**config.mk**
```make
export PLATFORM = sky130hd
export DESIGN_NAME = unlock_seq
export DESIGN_NICKNAME = d
export VERILOG_FILES = /design/src/rtl/unlock_pkg.sv /design/src/rtl/unlock_timer.sv /design/src/rtl/unlock_seq.sv
export SDC_FILE = /design/constraint.sdc
export NUM_CORES = 1
export LEC_CHECK = 0
export ABC_AREA = 1
export CAP_MARGIN = 20
export CELL_PAD_IN_SITES_DETAIL_PLACEMENT = 0
export CELL_PAD_IN_SITES_GLOBAL_PLACEMENT = 2
export CORE_ASPECT_RATIO = 1.75
export CORE_MARGIN = 10
export CORE_UTILIZATION = 41
export CTS_CLUSTER_DIAMETER = 40
export DETAILED_ROUTE_END_ITERATION = 12
export PLACE_DENSITY_LB_ADDON = 0.12
export SETUP_SLACK_MARGIN = 0.05
export SLEW_MARGIN = 20
export SYNTH_ARGS = -nofsm -noshare
export SYNTH_HDL_FRONTEND = slang
export SYNTH_HIERARCHICAL = 1
export SYNTH_SLANG_ARGS = --single-unit
```
**constraint.sdc**
```tcl
create_clock -name clk -period 3 [get_ports clk]
set_input_delay 0.75 -clock clk [delete_from_list [all_inputs] [get_ports clk]]
set_output_delay 0.75 -clock clk [all_outputs]
set_load 0.01 [all_outputs]
```
**src/rtl/unlock_pkg.sv**
```systemverilog
// Shared definitions for the unlock_seq code lock: state encoding, clear key
// and the sizing helper for the shared window/lockout timer.
package unlock_pkg;

  typedef enum logic [1:0] {
    LOCKED  = 2'd0,
    OPEN    = 2'd1,
    LOCKOUT = 2'd2
  } state_t;

  localparam logic [7:0] CLEAR_CHAR = 8'h23;

  // The timer is loaded with (cycles - 1), so it must hold max(cycles) - 1.
  function automatic int timer_width(input int open_cycles, input int lockout_cycles);
    int longest;
    longest = (open_cycles > lockout_cycles) ? open_cycles : lockout_cycles;
    return (longest >= 2) ? $clog2(longest) : 1;
  endfunction

endpackage

```
**src/rtl/unlock_timer.sv**
```systemverilog
// Loadable down-counter; expired pulses for one cycle once the loaded count has
// run down to zero, i.e. load_value + 1 cycles after the load edge.
module unlock_timer #(
  parameter int W = 4
) (
  input  logic         clk,
  input  logic         rst_n,
  input  logic         load,
  input  logic [W-1:0] load_value,
  output logic         expired
);

  logic [W-1:0] count;
  logic         running;

  // NOTE: sequential state uses non-blocking assignments so every flop samples
  // pre-edge values and simulation matches the synthesized registers.
  always_ff @(posedge clk or negedge rst_n) begin
    if (!rst_n) begin
      count   <= '0;
      running <= 1'b0;
    end else if (load) begin
      count   <= load_value;
      running <= 1'b1;
    end else if (running) begin
      if (count == '0) running <= 1'b0;
      else             count   <= count - 1'b1;
    end
  end

  assign expired = running && (count == '0);

endmodule

```
**src/rtl/unlock_seq.sv**
```systemverilog
// Programmable code lock: fixed-length attempts against a runtime-reprogrammable
// code, with failed-attempt lockout and a timed unlock window.
module unlock_seq
  import unlock_pkg::*;
#(
  parameter int                         CHAR_W         = 8,
  parameter int                         CODE_LEN       = 4,
  parameter logic [CODE_LEN*CHAR_W-1:0] RESET_CODE     = "ABCD",
  parameter int                         MAX_TRIES      = 3,
  parameter int                         OPEN_CYCLES    = 8,
  parameter int                         LOCKOUT_CYCLES = 16
) (
  input  logic                               clk,
  input  logic                               reset,
  input  logic [CHAR_W-1:0]                  char_in,
  input  logic                               char_valid,
  input  logic                               prog_en,
  output logic                               out,
  output logic                               locked_out,
  output logic [$clog2(MAX_TRIES+1)-1:0]     fail_cnt,
  output logic [1:0]                         state
);

  localparam int CODE_W = CODE_LEN * CHAR_W;
  localparam int POS_W  = (CODE_LEN > 1) ? $clog2(CODE_LEN) : 1;
  localparam int FC_W   = $clog2(MAX_TRIES + 1);
  localparam int TW     = timer_width(OPEN_CYCLES, LOCKOUT_CYCLES);

  localparam logic [POS_W-1:0] LAST_POS  = POS_W'(CODE_LEN - 1);
  localparam logic [FC_W-1:0]  FAIL_MAX  = FC_W'(MAX_TRIES);
  localparam logic [TW-1:0]    OPEN_LOAD = TW'(OPEN_CYCLES - 1);
  localparam logic [TW-1:0]    LOCK_LOAD = TW'(LOCKOUT_CYCLES - 1);

  state_t             st;
  logic [CODE_W-1:0]  code;
  logic [CODE_W-1:0]  entry;
  logic [CODE_W-1:0]  stage;
  logic [POS_W-1:0]   pos;
  logic [POS_W-1:0]   stage_pos;

  logic               is_clear;
  logic               entry_last;
  logic               stage_last;
  logic               match;
  logic [CODE_W-1:0]  entry_shift;
  logic [CODE_W-1:0]  stage_shift;
  logic [FC_W-1:0]    fail_next;
  logic               timer_load;
  logic [TW-1:0]      timer_value;
  logic               timer_expired;

  // Characters shift in at the LSB end, so the first one ends up in the MSBs.
  assign entry_shift = CODE_W'({entry, char_in});
  assign stage_shift = CODE_W'({stage, char_in});
  assign is_clear    = (char_in == CHAR_W'(CLEAR_CHAR));
  assign entry_last  = (pos == LAST_POS);
  assign stage_last  = (stage_pos == LAST_POS);
  assign match       = (entry_shift == code);
  assign fail_next   = fail_cnt + 1'b1;

  // NOTE: every output of an always_comb gets a default first, so no path can
  // leave it unassigned and infer a latch.
  always_comb begin
    timer_load  = 1'b0;
    timer_value = OPEN_LOAD;
    if (st == LOCKED && char_valid && !is_clear && entry_last) begin
      timer_load = 1'b1;
      if (!match) timer_value = LOCK_LOAD;
    end
  end

  unlock_timer #(
    .W (TW)
  ) u_timer (
    .clk        (clk),
    .rst_n      (reset),
    .load       (timer_load),
    .load_value (timer_value),
    .expired    (timer_expired)
  );

  // NOTE: the code register and both buffers are a few flops, not a RAM, so
  // they take reset values; the code must come back as RESET_CODE anyway.
  always_ff @(posedge clk or negedge reset) begin
    if (!reset) begin
      st         <= LOCKED;
      out        <= 1'b0;
      locked_out <= 1'b0;
      fail_cnt   <= '0;
      code       <= RESET_CODE;
      entry      <= '0;
      pos        <= '0;
      stage      <= '0;
      stage_pos  <= '0;
    end else begin
      case (st)
        LOCKED: begin
          stage_pos <= '0;
          if (char_valid) begin
            if (is_clear) begin
              pos <= '0;
            end else if (entry_last) begin
              pos <= '0;
              if (match) begin
                st       <= OPEN;
                out      <= 1'b1;
                fail_cnt <= '0;
              end else if (fail_next == FAIL_MAX) begin
                st         <= LOCKOUT;
                locked_out <= 1'b1;
                fail_cnt   <= fail_next;
              end else begin
                fail_cnt <= fail_next;
              end
            end else begin
              entry <= entry_shift;
              pos   <= pos + 1'b1;
            end
          end
        end

        OPEN: begin
          // A completing character wins over expiry on the same edge: it was
          // presented while the window was still open.
          if (prog_en && char_valid && !is_clear && stage_last) begin
            code      <= stage_shift;
            st        <= LOCKED;
            out       <= 1'b0;
            stage_pos <= '0;
            pos       <= '0;
          end else if (timer_expired) begin
            st        <= LOCKED;
            out       <= 1'b0;
            stage_pos <= '0;
            pos       <= '0;
          end else if (!prog_en || (char_valid && is_clear)) begin
            stage_pos <= '0;
          end else if (char_valid) begin
            stage     <= stage_shift;
            stage_pos <= stage_pos + 1'b1;
          end
        end

        LOCKOUT: begin
          if (timer_expired) begin
            st         <= LOCKED;
            locked_out <= 1'b0;
            fail_cnt   <= '0;
            pos        <= '0;
          end
        end

        default: begin
          st         <= LOCKED;
          out        <= 1'b0;
          locked_out <= 1'b0;
          pos        <= '0;
          stage_pos  <= '0;
        end
      endcase
    end
  end

  assign state = st;

endmodule

```
==> reports/summary.txt <==
CP Data Arrival Time: 2.54 ns
status: complete, no violations
largest family of logic cells by synthesized area: simple AND/OR/NAND/NOR gates
Max Fclk: 438 MHz
global routing usage on met3: 0.0204
Post-DRT Antenna Nets: 0
adder-cell share of the synthesized area: 0.0110
Crit Path Class: in -> reg
Synth Register Bits: 95
layout net count: 566
root buf cell: clkbuf_16
DP HPWL: 6.96 mm
Netlist Area Pre-Place: 0.00455 sq mm
final setup vio count: 0
post-synthesis xor/xnor area fraction: 0.0443
Post-synth EDFFs: 0
vias per std cell: 4.69
clock skew after layout: 0.00800 ns
Yosys top cell area share: 0.473
initial antenna violation count: 0
hold buffers post-CTS: 0
Worst Hold Class: in -> async
DIE WIDTH: 99.6 um
clock sinks: 95
Crit. End Element: register
peak supply drop: 0.000367 V
number of max-cap violations: 0
Post-CTS Setup Inserts: 0
compound-cell area share of the yosys netlist: 0.118
Cell variety after synth: 33
pwr dens: 731 mW/mm^2
# IOs: 18
Worst Hold Slack: 0.313 ns
total grt overflow: 0
Yosys warnings: 6
final WL: 9.36 mm
placeable core area: 0.0108 sq mm
layout cells sized above 1: 0.133
I/O Buffers: 17
multiplexer share of the synthesized area: 0.00990
Via Count: 3215
critical path required time: 3.26 ns
M1 GR Usage: 0.132
Synth area leader: dfrtp_1
Static Leak: 2.36 nW
vias in the first global route: 3318
Final TNS setup: 0 ns
routability-driven placement congestion ratio: 0.806
global-route wire length before repair: 16.2 mm
Iter 0 DRT Violations: 129
Top FF cell, synth: dfrtp_1
clock buffer depth: 2
clk_lat worst skew: 0.34 ns
Final Max Tran Viols: 0
simple-gate share of the synthesized area: 0.211
Synth Area per Inst: 8.66 sq um
All-Layer GR Usage: 0.126
die area: 0.0159 sq mm
Post-DP Area: 0.00489 sq mm
H-tree Lvls: 3
Starting Density: 0.423
drt drc: 0
CTS Buf Count: 9
period utilization: 0.761
Hold Fails Final Rpt: 0
Syn-to-layout area delta: 13.8%
ys async rst share: 1.00
Final Power: 3.79 mW
Resize count post-CTS: 0
worst-path maximum fanout: 27
GRT Max-Usage Layer: met2
TritonCTS clock tree: yes
fillcell total: 1088
# rows: 50
sequential area share after synthesis: 0.525
drt wl/cell: 13.7 um
Syn Inst Count: 525
ANT cells: 0
unrepaired setup endpoints after global routing: no
M2 GR Usage: 0.238
top cells by area, synth: dfrtp_1, nand2_1, inv_1
chip height: 159 um
Startpoint Class: primary input
design area: 0.00518 sq mm
Reg clk slew, reported paths: 0.07 ns
fin crit period: 2.28 ns
drt first pass iters: 4
pin count of the biggest net entering global routing: 71
-- final timing paths --
kind / cells past startpoint / start / end / slack (ns)
setup / recovery: 10 / char_in[0] / code[19] / 0.72
hold / removal: 1 / reset / u_timer/count[2] / 0.31
setup reg to reg: 12 / u_timer/count[0] / stage[20] / 0.98
hold reg to reg: 2 / code[30] / code[30] / 0.48
max in group asynchronous: 2 / reset / code[8] / 1.95
min in group clk: 2 / code[30] / code[30] / 0.48
-- registers in the layout, indices dropped and copies added, names as in the netlist --
register and cells:
fail_cnt 2, stage 24, code 32, locked_out 1, pos 2, state 2
out 1, entry 24, stage_pos 2, u_timer/count 4, u_timer/running 1
-- synth_stat cells (5+ instances only) --
| master | instances |
|---|---|
| nand2_1 | 157 |
| nand2_2 | 11 |
| buf_2 | 9 |
| dfstp_2 | 9 |
| a21oi_1 | 14 |
| dfrtp_1 | 86 |
| o21ai_0 | 43 |
| xnor2_1 | 23 |
| inv_1 | 64 |
| o21ai_2 | 10 |
| nand3_1 | 5 |
| nor2_1 | 29 |
| o21ai_1 | 25 |
-- final cells by class --
type / instances / area [sq um] / area share
flip-flops and latches: 95 / 2390 / 0.461
multi-input cells: 348 / 1810 / 0.349
repair buffers: 27 / 268 / 0.0517
inverters: 69 / 264 / 0.0510
clock buffers: 15 / 258 / 0.0498
well taps: 130 / 163 / 0.0314
clock inverters: 1 / 30.0 / 0.00580
-- cell usage in the layout (no fill, tap or decap), drive strengths merged, types with 6 or more instances in the layout --
master,n
o21ai,79
nand2,171
dfstp,9
a21oi,14
dfrtp,86
nand3,6
buf,11
clkbuf,15
clkdlybuf4s50,16
nor2,34
inv,68
xnor2,23
-- kinds of logic after synthesis --
logic type	Yosys count
AOI/OAI and AO/OA	96
xor gates and xnor gates	23
adders and majority gates	4
buffers and inverters	84
DFF	95
muxes	4
other	1
and+or+nand+nor	218
-- critical path: stages --
cell and delay [ns]:
clkdlybuf4s50_1 0.50, nand2_1 0.07, nor3_2 0.21, nand2_4 0.13, o21ai_4 0.17, nor2_4 0.07
nand3_4 0.15, buf_4 0.30, nand2_1 0.10, o21ai_1 0.08
-- layer usage --
metal | part of all wire | routed length (um) | vias to the layer above
met5 | 0 | 0 | -
met4 | 0.014 | 129 | 0
met3 | 0.019 | 180 | 9
met2 | 0.57 | 5330 | 20
met1 | 0.40 | 3720 | 1499
li1 | - | - | 1687
-- stage by stage --
stage	cells	util	setup WS, ns
2_1_floorplan	527	-	1.16
3_3_place_gp	669	0.454	0.390
3_5_place_dp	669	0.454	0.338
4_1_cts	685	0.481	0.680
5_1_grt	685	0.481	0.546
6_report	685	0.481	0.717
-- power by group --
part           total, mW  internal [mW]  switching (mW)
Clock               1.12          0.671           0.450
Sequential          1.71           1.51           0.202
Combinational      0.953          0.422           0.530
Total               3.79           2.60            1.18
No activity file was read; power rests on OpenSTA's default activity.
==> edit 1 (same flow settings) <==
`CHAR_W`: 8 -> 12.
--- a/src/rtl/unlock_seq.sv
+++ b/src/rtl/unlock_seq.sv
@@ -4,5 +4,5 @@
   import unlock_pkg::*;
 #(
-  parameter int                         CHAR_W         = 8,
+  parameter int                         CHAR_W         = 12,
   parameter int                         CODE_LEN       = 4,
   parameter logic [CODE_LEN*CHAR_W-1:0] RESET_CODE     = "ABCD",
Ports: changed (resized char_in); port bits go from 18 to 22. The function was not compared with the original's and may differ.
==> edit 1 against the original RTL <==
Global-route usage grew 1.9 points. Setup slack lost 140 ps. Design area grew 48%. Sequential power grew 37%. Routed wire length grew 54%. Synthesized area grew 44%. Power grew 47%. Sequential cell count grew 40. Critical endpoint is now u_timer/count[0].
==> edit 1: results (changes against the original RTL) <==
| Metric | Value |
|---|---|
| Largest net degree at the start of global routing | `74 (was 71)` |
| Largest registers | `code: 48 flops, entry: 36 flops, stage: 36 flops (was code: 32 flops, entry: 24 flops, stage: 24 flops)` |
| Vias in the first global route | `5173 (was 3318)` |
| IO buf count | `21 (was 17)` |
| Post-Syn Instances | `824 (was 525)` |
| Fraction of layout cells with a size suffix above 1 | `12.2% (was 13.3%)` |
| Placed cell areas | `7060 sq um (was 4890 sq um)` |
| Tot GR Track Use | `14.4% (was 12.6%)` |
| DP HPWL | `10400 microns (was 6960 microns)` |
| Dpl ws | `126 ps (was 338 ps)` |
| Post-synth top area share | `48.3% (was 47.3%)` |
| WHS | `326 ps (was 313 ps)` |
| Kind of cell adding the most delay to the critical path | `simple AND/OR/NAND/NOR gates (was buffers and inverters)` |
| Fillers | `1582 (was 1088)` |
| GP Congestion | `0.767 (was 0.806)` |
| Status | `finished, final reports clean (unchanged)` |
| Post-synthesis cell type count | `31 (was 33)` |
| Mux share of post-synthesis cell area | `2.07% (was 0.990%)` |
| R2R cell count | `11 (was 12)` |
| Placed cell count | `1033 (was 669)` |
| Reg-to-Reg End | `stage[18] (was stage[20])` |
| Most instantiated cells after synthesis | `292 x nand2_1, 126 x dfrtp_1, 111 x inv_1, 86 x o21ai_0, 68 x nor2_1 (was 157 x nand2_1, 86 x dfrtp_1, 64 x inv_1, 43 x o21ai_0, 29 x nor2_1)` |
| Clock skew | `11.7 ps (was 8.00 ps)` |
| H-tree depth | `4 (was 3)` |
| Post-synthesis xor/xnor area fraction | `2.28% (was 4.43%)` |
| First-pass detailed-route iteration total | `5 (was 4)` |
==> edit 1: logic make-up after synthesis <==
group	Yosys count
simple gates	395
flops	135
buf+inv	139
mux	12
other cells	1
fa+ha+maj	4
compound gates	121
xor+xnor	17
==> edit 1: final cells by class <==
cell class / instances / area (sq um) / share of cell area [%]
Clock inverter: 14 / 150 / 1.97
Timing Repair Buffer: 42 / 407 / 5.32
Tap cell: 189 / 236 / 3.10
Multi-Input combinational cell: 552 / 2590 / 34.0
Clock buffer: 18 / 429 / 5.62
Sequential cell: 135 / 3390 / 44.4
Inverter: 115 / 432 / 5.65
==> edit 1: metal layers <==
layer	up-vias	global-route usage, %	routed length (microns)
met5	-	0	0
met4	0	4.60	107
met3	8	2.47	289
met2	55	26.4	8040
met1	2356	16.2	5960
li1	2598	-	-
==> edit 1: report_power, final <==
part	total [mW]	internal (mW)	switching (mW)	leakage, nW
registers	2.34	2.10	0.242	1.58
clock network	2.04	1.23	0.815	0.266
logic	1.19	0.481	0.706	2.11
total	5.58	3.81	1.76	3.96
==> edit 2 (same settings) <==
Made on the original files. Reset style: synchronous (`reset` and `rst_n`), changed in 2 clocked blocks.
--- a/src/rtl/unlock_timer.sv
+++ b/src/rtl/unlock_timer.sv
@@ -16,5 +16,5 @@
   // NOTE: sequential state uses non-blocking assignments so every flop samples
   // pre-edge values and simulation matches the synthesized registers.
-  always_ff @(posedge clk or negedge rst_n) begin
+  always_ff @(posedge clk) begin
     if (!rst_n) begin
       count   <= '0;
--- a/src/rtl/unlock_seq.sv
+++ b/src/rtl/unlock_seq.sv
@@ -82,5 +82,5 @@
   // NOTE: the code register and both buffers are a few flops, not a RAM, so
   // they take reset values; the code must come back as RESET_CODE anyway.
-  always_ff @(posedge clk or negedge reset) begin
+  always_ff @(posedge clk) begin
     if (!reset) begin
       st         <= LOCKED;
Formal check against the unedited RTL: differs if reset is asserted again (counterexample within 10 cycles, from zero or initial values and one cycle with reset low); with reset held inactive, the same outputs for 10 cycles.
==> edit 2 against the original RTL <==
Setup slack got worse by 290 ps. Synthesized cell count increased by 6.5%. Sequential share of layout area fell by 6.1 points. Synthesized area shrank 10%. Global-route usage is 2.7 points higher. Design area down 8.1%. First-iteration DRC count up 31%. Routed wire length is 13% higher. Maximum frequency shrank 11%. Sequential cell count unchanged. Critical endpoint is now u_timer/count[2]. Largest cell class unchanged. Highest routed layer unchanged.
Power is not compared: it rests on default switching activity, and its combinational part moved more than twofold at a synthesized area within 25%.
==> edit 2: results (changes against the original RTL) <==
| Metric | Value |
|---|---|
| Status | `finished, final reports clean (unchanged)` |
| Vias/cell | `5.00 (was 4.69)` |
| Sequential area share after synthesis | `46.6% (was 52.5%)` |
| Pleak | `1.93 nW` |
| Tot GR Track Use | `15.3% (was 12.6%)` |
| Mux share of post-synthesis cell area | `0% (was 0.990%)` |
| Vias in the first global route | `3464 (was 3318)` |
| Origin of the worst min-delay path | `stage[20]` |
| Ys async rst share | `0% (was 100%)` |
| Postcts setup bufs | `0 (unchanged)` |
| Most instantiated cells after synthesis | `137 x nand2_1, 95 x dfxtp_1, 69 x a21oi_1, 64 x nor2_1, 44 x o21ai_0 (was 157 x nand2_1, 86 x dfrtp_1, 64 x inv_1, 43 x o21ai_0, 29 x nor2_1)` |
| Post-synthesis xor/xnor area fraction | `5.36% (was 4.43%)` |
| Fillers | `1012 (was 1088)` |
| Synth area leaders | `dfxtp_1 47%, nand2_1 13%, a21oi_1 8.5% (was dfrtp_1 47%, nand2_1 13%, inv_1 5.3%)` |
| Kind of cell adding the most delay to the critical path | `simple AND/OR/NAND/NOR gates (was buffers and inverters)` |
| Placed cell count | `695 (was 669)` |
| R2r setup slk | `970 ps` |
| HP Class | `reg -> reg (was in -> async)` |
| Placed cell areas | `4460 sq um (was 4890 sq um)` |
| Post-Syn Instances | `559 (was 525)` |
| Nets | `597 (was 566)` |
| Clock Path Buffers | `2 (unchanged)` |
| CP peak stage delay | `500 ps (about the same)` |
| DP HPWL | `7320 microns (was 6960 microns)` |
| Slew headroom | `66.0%` |
| Avg WL per Cell | `14.9 microns (was 13.7 microns)` |
| WHS | `467 ps (was 313 ps)` |
| R2R cell count | `10 (was 12)` |
| Largest net degree at the start of global routing | `52 (was 71)` |
| IO buf count | `17 (unchanged)` |
| Iteration-0 DRC Markers | `169 (was 129)` |
| Crit Path Max Fanout | `7 (was 27)` |
| Synth Area in Compound Gates | `15.2% (was 11.8%)` |
| Synth Area in Adders | `1.23% (was 1.10%)` |
| Dpl ws | `23.6 ps (was 338 ps)` |
| Setup CP Type | `in -> reg (unchanged)` |
| Drt total wl | `10600 microns (was 9360 microns)` |
| First-pass GRT wire length | `17300 microns (was 16200 microns)` |
| First-pass detailed-route iteration total | `6 (was 4)` |
| GP Congestion | `0.828 (was 0.806)` |
| H-tree depth | `3 (unchanged)` |
| Clock skew | `8.06 ps (was 8.00 ps)` |
| Fraction of layout cells with a size suffix above 1 | `7.68% (was 13.3%)` |
| Post-synthesis cell type count | `30 (was 33)` |
| Critical Path Source | `char_in[4] (was char_in[0])` |
| Critical path's slowest cell | `clkdlybuf4s50_1 (unchanged)` |
| Worst EP arrival | `2800 ps (was 2540 ps)` |
| Clock transition at path regs | `70 ps (about the same)` |
| Ys Warns | `6 (unchanged)` |
| Top_reg_cell synth | `dfxtp_1 (was dfrtp_1)` |
| Worst setup path endpoint | `u_timer/count[2] (was code[19])` |
| Worst R2R Start | `state[1] (was u_timer/count[0])` |
[edit 2: cell count changes after synthesis, sizes merged, moves of 9 or more]
cell,change
dfstp,-9
nor2,+34
nand2,-30
a21oi,+56
nand3,+27
clkbuf,+12
dfrtp,-86
o21ai,-35
inv,-26
dfxtp,+95
[edit 2: final cells by class]
class | count | area (sq um) | area share [%]
sequential | 95 | 1900 | 40.0
multi-input combinational | 397 | 1900 | 40.0
timing repair buffer | 34 | 335 | 7.05
clock buffer | 11 | 233 | 4.89
inverter | 44 | 168 | 3.53
tap | 125 | 156 | 3.29
clock inverter | 5 | 58.8 | 1.24
[edit 2: routing by layer]
metal	GRT usage, %	vias up	routed length, microns	part of all wire [%]
met5	0	-	0	0
met4	6.35	0	221	2.1
met3	2.42	13	236	2.2
met2	28.1	40	5840	55
met1	16.3	1668	4270	40
li1	-	1831	-	-
[edit 2: report_power, final]
group	leakage, nW	switching, mW	internal (mW)
combinational	1.03	0.0916	0.0665
clock	0.136	0.478	0.647
sequential	0.769	0.0174	1.28
